### src/rtl/pipe_if_id_queue_pkg.sv
// Shared widths and constants for the IF/ID decoupling queue.
//   MemAddrBus / InstBus : default pc and instruction widths
//   QueueDepth           : default number of storage entries
//   BubbleInst           : instruction word presented to ID when no work is available
//   cnt_width()          : width needed to count 0..depth inclusive
package pipe_if_id_queue_pkg;

  localparam int unsigned MemAddrBus = 32;
  localparam int unsigned InstBus    = 32;
  localparam int unsigned QueueDepth = 4;

  localparam logic [InstBus-1:0] BubbleInst = '0;

  function automatic int unsigned cnt_width(input int unsigned depth);
    return $clog2(depth + 1);
  endfunction

endpackage

### src/rtl/pipe_fifo.sv
// In-order storage queue with a synchronous clear.
//   clock, reset : clock and synchronous active-high reset
//   clear_i      : drop all entries (same effect as reset on pointers and count)
//   push_i       : write wdata_i at the tail (caller guarantees not full)
//   pop_i        : advance the head (caller guarantees not empty)
//   rdata_o      : current head entry
//   count_o      : number of held entries, 0..Depth
//   empty_o/full_o : occupancy flags
module pipe_fifo
  import pipe_if_id_queue_pkg::*;
#(
  parameter int unsigned Width    = 64,
  parameter int unsigned Depth    = QueueDepth,
  localparam int unsigned PtrWidth = $clog2(Depth),
  localparam int unsigned CntWidth = cnt_width(Depth)
) (
  input  logic                clock,
  input  logic                reset,
  input  logic                clear_i,
  input  logic                push_i,
  input  logic                pop_i,
  input  logic [Width-1:0]    wdata_i,
  output logic [Width-1:0]    rdata_o,
  output logic [CntWidth-1:0] count_o,
  output logic                empty_o,
  output logic                full_o
);

  logic [Width-1:0]    mem_q [Depth];
  logic [PtrWidth-1:0] wr_ptr_q, wr_ptr_d;
  logic [PtrWidth-1:0] rd_ptr_q, rd_ptr_d;
  logic [CntWidth-1:0] count_q, count_d;

  // Depth is a power of two, so pointers wrap naturally; count separates full from empty.
  always_comb begin
    wr_ptr_d = wr_ptr_q;
    rd_ptr_d = rd_ptr_q;
    count_d  = count_q;
    if (clear_i) begin
      wr_ptr_d = '0;
      rd_ptr_d = '0;
      count_d  = '0;
    end else begin
      if (push_i) wr_ptr_d = wr_ptr_q + PtrWidth'(1);
      if (pop_i)  rd_ptr_d = rd_ptr_q + PtrWidth'(1);
      case ({push_i, pop_i})
        2'b10:   count_d = count_q + CntWidth'(1);
        2'b01:   count_d = count_q - CntWidth'(1);
        default: count_d = count_q;
      endcase
    end
  end

  always_ff @(posedge clock) begin
    if (reset) begin
      wr_ptr_q <= '0;
      rd_ptr_q <= '0;
      count_q  <= '0;
    end else begin
      wr_ptr_q <= wr_ptr_d;
      rd_ptr_q <= rd_ptr_d;
      count_q  <= count_d;
    end
  end

  // Storage needs no reset: entries are only observable through count/pointers.
  always_ff @(posedge clock) begin
    if (push_i && !clear_i) mem_q[wr_ptr_q] <= wdata_i;
  end

  assign rdata_o = mem_q[rd_ptr_q];
  assign count_o = count_q;
  assign empty_o = (count_q == '0);
  assign full_o  = (count_q == CntWidth'(Depth));

endmodule

### src/rtl/pipe_if_id_queue.sv
// IF/ID decoupling queue: DEPTH-entry FIFO of (pc, inst) plus a registered output slot for ID.
//   clock, reset        : clock and synchronous active-high reset
//   flush               : redirect, discards everything held and anything offered this cycle
//   in_valid/in_pc/in_inst : fetched instruction from IF
//   in_ready            : queue storage not full
//   id_stall            : ID cannot consume the output slot this cycle
//   pc_o/inst_o/valid_o : registered output slot (zero bubble when empty)
//   count_o             : storage occupancy, output slot excluded
module pipe_if_id_queue
  import pipe_if_id_queue_pkg::*;
#(
  parameter int unsigned ADDR_WIDTH = MemAddrBus,
  parameter int unsigned INST_WIDTH = InstBus,
  parameter int unsigned DEPTH      = QueueDepth,
  localparam int unsigned CNT_WIDTH = cnt_width(DEPTH)
) (
  input  logic                  clock,
  input  logic                  reset,
  input  logic                  flush,
  input  logic                  in_valid,
  input  logic [ADDR_WIDTH-1:0] in_pc,
  input  logic [INST_WIDTH-1:0] in_inst,
  output logic                  in_ready,
  input  logic                  id_stall,
  output logic [ADDR_WIDTH-1:0] pc_o,
  output logic [INST_WIDTH-1:0] inst_o,
  output logic                  valid_o,
  output logic [CNT_WIDTH-1:0]  count_o
);

  localparam int unsigned EntryWidth = ADDR_WIDTH + INST_WIDTH;

  logic [EntryWidth-1:0] fifo_rdata;
  logic [CNT_WIDTH-1:0]  fifo_count;
  logic                  fifo_empty, fifo_full;
  logic                  acc, adv, do_pop, do_bypass, do_push;

  logic [ADDR_WIDTH-1:0] pc_q, pc_d;
  logic [INST_WIDTH-1:0] inst_q, inst_d;
  logic                  valid_q, valid_d;

  always_comb begin
    acc       = in_valid && !fifo_full;
    // A bubble in the slot can always be overwritten, even under stall.
    adv       = !id_stall || !valid_q;
    do_pop    = adv && !fifo_empty;
    do_bypass = adv && fifo_empty && acc;
    do_push   = acc && !do_bypass;

    pc_d    = pc_q;
    inst_d  = inst_q;
    valid_d = valid_q;
    if (flush) begin
      pc_d    = '0;
      inst_d  = INST_WIDTH'(BubbleInst);
      valid_d = 1'b0;
    end else if (adv) begin
      if (!fifo_empty) begin
        {pc_d, inst_d} = fifo_rdata;
        valid_d        = 1'b1;
      end else if (acc) begin
        pc_d    = in_pc;
        inst_d  = in_inst;
        valid_d = 1'b1;
      end else begin
        pc_d    = '0;
        inst_d  = INST_WIDTH'(BubbleInst);
        valid_d = 1'b0;
      end
    end
  end

  always_ff @(posedge clock) begin
    if (reset) begin
      pc_q    <= '0;
      inst_q  <= '0;
      valid_q <= 1'b0;
    end else begin
      pc_q    <= pc_d;
      inst_q  <= inst_d;
      valid_q <= valid_d;
    end
  end

  // Clear dominates push/pop inside the FIFO, so a flush-cycle accept is dropped there.
  pipe_fifo #(
    .Width (EntryWidth),
    .Depth (DEPTH)
  ) u_fifo (
    .clock   (clock),
    .reset   (reset),
    .clear_i (flush),
    .push_i  (do_push),
    .pop_i   (do_pop),
    .wdata_i ({in_pc, in_inst}),
    .rdata_o (fifo_rdata),
    .count_o (fifo_count),
    .empty_o (fifo_empty),
    .full_o  (fifo_full)
  );

  assign in_ready = !fifo_full;
  assign pc_o     = pc_q;
  assign inst_o   = inst_q;
  assign valid_o  = valid_q;
  assign count_o  = fifo_count;

endmodule

### config.mk
export PLATFORM = sky130hd
export DESIGN_NAME = pipe_if_id_queue
export DESIGN_NICKNAME = d
export VERILOG_FILES = /design/src/rtl/pipe_if_id_queue_pkg.sv /design/src/rtl/pipe_fifo.sv /design/src/rtl/pipe_if_id_queue.sv
export SDC_FILE = /design/constraint.sdc
export NUM_CORES = 1
export LEC_CHECK = 0
export CORE_MARGIN = 2
export CORE_UTILIZATION = 55
export DETAILED_ROUTE_END_ITERATION = 8
export PLACE_DENSITY_LB_ADDON = 0.12
export SETUP_SLACK_MARGIN = 0.5
export SYNTH_ARGS = -nofsm -noshare
export SYNTH_HDL_FRONTEND = slang
export SYNTH_SLANG_ARGS = --single-unit
export TNS_END_PERCENT = 10
### constraint.sdc
create_clock -name clock -period 10.8 [get_ports clock]
set_clock_uncertainty 0.2 [all_clocks]
set_input_delay 2.16 -clock clock [delete_from_list [all_inputs] [get_ports clock]]
set_output_delay 2.16 -clock clock [all_outputs]
set_load 0.05 [all_outputs]
==> results.cfg <==
[setup_path]
worstSetupEndpointType = flop
crit_required_ns = 11.01
r2r_slack_ns = 7.97
crit_arrival_ns = 4.79
cp-start-kind = input pin
path_class = input pin to flop
critPathMaxFanout = 67

[timing]
max_freq_ghz = 0.2183
hold_viol_final = 0
fin_tns_setup_ns = 0
rsz0062_at_grt = false
worst-slew-pin-transition_ns = 1.010
drv_slew = 0
hold_ws_ns = 0.2840
finalWorstSetupSlack_ns = 6.219
finalCriticalPeriod_ns = 4.581
relSlewSlack = 0.3269
finalCritPeriodShare = 0.4241
setup_violations = 0

[grt]
antenna_found_initial = 0
grt_pass1_vias = 7397
grt_first_pass_wirelength_mm = 41.75
grt_max_degree = 68
overflow = 0
gr-usage-all-layers = 0.2270

[pwr]
power.leakage_nw = 4.630
p_total_mw = 2.689
ir_drop_mv = 0.1604
power_density_nw_per_um2 = 177.4

[detailed_routing]
vias_per_cell = 6.230
drt_iter0_markers = 573
antenna_left = 0
wirelength_mm = 27.01
num_vias = 7084
wl_per_cell_um = 23.75
drc = 0
firstDrtPassIters = 5

[clock_tree]
clock_path_buffers = 3
cts_resized = 0
tritoncts = yes
cts_sinks = 330
clock_latency_ns = 0.50
cts_buffers = 34
ctsRootBufferMaster = clkbuf_16
cts_setup_buffers = 0
hold_buffers = 0
clk_pin_slew_ns = 0.06
cts_max_level = 2

[die]
die-area_um2 = 23910
ioPinCount = 138
die_w_um = 154.6
die_y_um = 154.6
placeableCoreArea_um2 = 22430
row_count = 55
initial_core_util = 0.5562

[hold_path]
hold_path_class = flop to flop

[logic_synthesis]
syn_area_um2 = 12480
synthesis.nets = 770
synthArstFlopShare = 0
syn_area_per_cell_um2 = 17.95
synth_edf_count = 256
yosysWarningCount = 0
synth_seq_area_share = 0.7349
ys_seq_elements = 330
synth.distinct_cells = 27
synthFlopType = edfxtp_1
synthCells = 695

[layout]
final_layout_size_suffix_gt1_frac = 0.1702
finish.instance_area_um2 = 15160
antenna-diode-count = 0
nets = 902
area_delta_synth_final_pct = 21.51

[placed_design]
hpwl_mm = 14.51
dpl-instance-area_um2 = 14040
dp_slack_ns = 5.736
io_buffers = 137
gp_congestion = 0.7419

[run_status]
status = complete, no violations

[job]
cap_violations = 0
-- metal layers --
metal  vias to the layer above  GRT usage  wire length [um]
met3                        43    0.03670              1600
li1                       3123          -                 -
met2                       261     0.3880             13650
met5                         -          0                 0
met1                      3657     0.3060             11220
met4                         0    0.06570               544
-- cell usage after synthesis (2+ instances only) --
master	number	area, um^2
a21oi_1	69	345.3
a32oi_1	64	560.5
buf_1	3	11.26
buf_2	13	65.06
buf_4	8	60.06
buf_6	6	67.56
clkbuf_1	27	101.4
dfxtp_1	74	1481
edfxtp_1	256	7687
ha_1	5	62.56
inv_1	7	26.28
mux2i_1	3	30.03
mux4_2	64	1441
nand2_1	6	22.52
nand3_1	66	330.3
nor2_1	5	18.77
nor3b_1	4	30.03
o21ai_0	2	10.01
or3_1	4	25.02
xor2_1	2	17.52
-- kinds of logic (layout without fill, tap and decap cells) --
logic type | after synthesis | count (layout) | share of synthesized area
AND/OR/NAND/NOR | 89 | 89 | 0.03630
buffers and inverters | 64 | 221 | 0.02657
adder cells (fa/ha/maj) | 6 | 6 | 0.006619
multiplexers | 67 | 67 | 0.1179
flip-flops | 330 | 330 | 0.7349
AO/OA/AOI/OAI | 137 | 137 | 0.07631
XOR/XNOR | 2 | 2 | 0.001404
-- state kept, by name, summed over array words and instances, names as in the netlist, named ones only --
name / cells
pc_o: 32
valid_o: 1
inst_o: 32
u_fifo.count_o: 3
u_fifo.mem_q: 256
u_fifo.wr_ptr_q: 2
u_fifo.rd_ptr_q: 2
-- worst max-delay path, stage by stage --
cell             delay, ns
clkdlybuf4s50_1       0.50
and2_2                0.24
buf_4                 0.37
nor2_1                0.21
ha_1                  0.20
inv_1                 0.06
fa_1                  0.37
xor2_1                0.16
or3_1                 0.32
a21oi_1               0.18
-- layout by cell type, fill, tap and decap left out, drive strengths merged --
master / count
o21ai: 2
or2: 1
or3: 4
inv: 8
a32oi: 64
fa: 1
nor2: 5
a21oi: 69
buf: 17
clkinvlp: 3
and2: 1
edfxtp: 256
nor3: 1
clkinv: 11
ha: 5
xor2: 2
nand2: 6
clkdlybuf4s50: 136
mux2i: 3
mux4: 64
and3b: 1
dfxtp: 74
nor3b: 4
clkbuf: 42
nand3: 66
a2111oi: 1
bufinv: 4
o31a: 1
-- path summary, 6_finish.rpt --
check / startpoint / endpoint / cells past startpoint
min reg2reg: u_fifo.rd_ptr_q[1]$_SDFFE_PP0P_ / flop / 2
min: u_fifo.rd_ptr_q[1]$_SDFFE_PP0P_ / flop / 2
max reg2reg: u_fifo.count_o[2]$_SDFFE_PP0P_ / u_fifo.count_o[2]$_SDFFE_PP0P_ / 9
max: id_stall / u_fifo.count_o[2]$_SDFFE_PP0P_ / 10
-- through the flow --
step                cells  utilization
floorplan             695            -
detailed placement   1076       0.6260
CTS                  1137       0.6758
global placement     1076       0.6260
finish               1137       0.6758
global route         1137       0.6758
-- report_power, final --
part	switching, mW	total (mW)	internal (mW)
Combinational	0.0877	0.142	0.0546
Clock	0.464	1.16	0.699
Sequential	0.00658	1.38	1.38
-- cell type report --
type | instances | area, um^2
fill | 1496 | 7273
timing repair buffer | 153 | 1486
clock inverter | 19 | 203.9
multi-input combinational | 301 | 3002
clock buffer | 42 | 912.1
tap | 285 | 356.6
sequential | 330 | 9174
inverter | 7 | 26.28
Note: power is estimated with default switching activity, not from simulation.
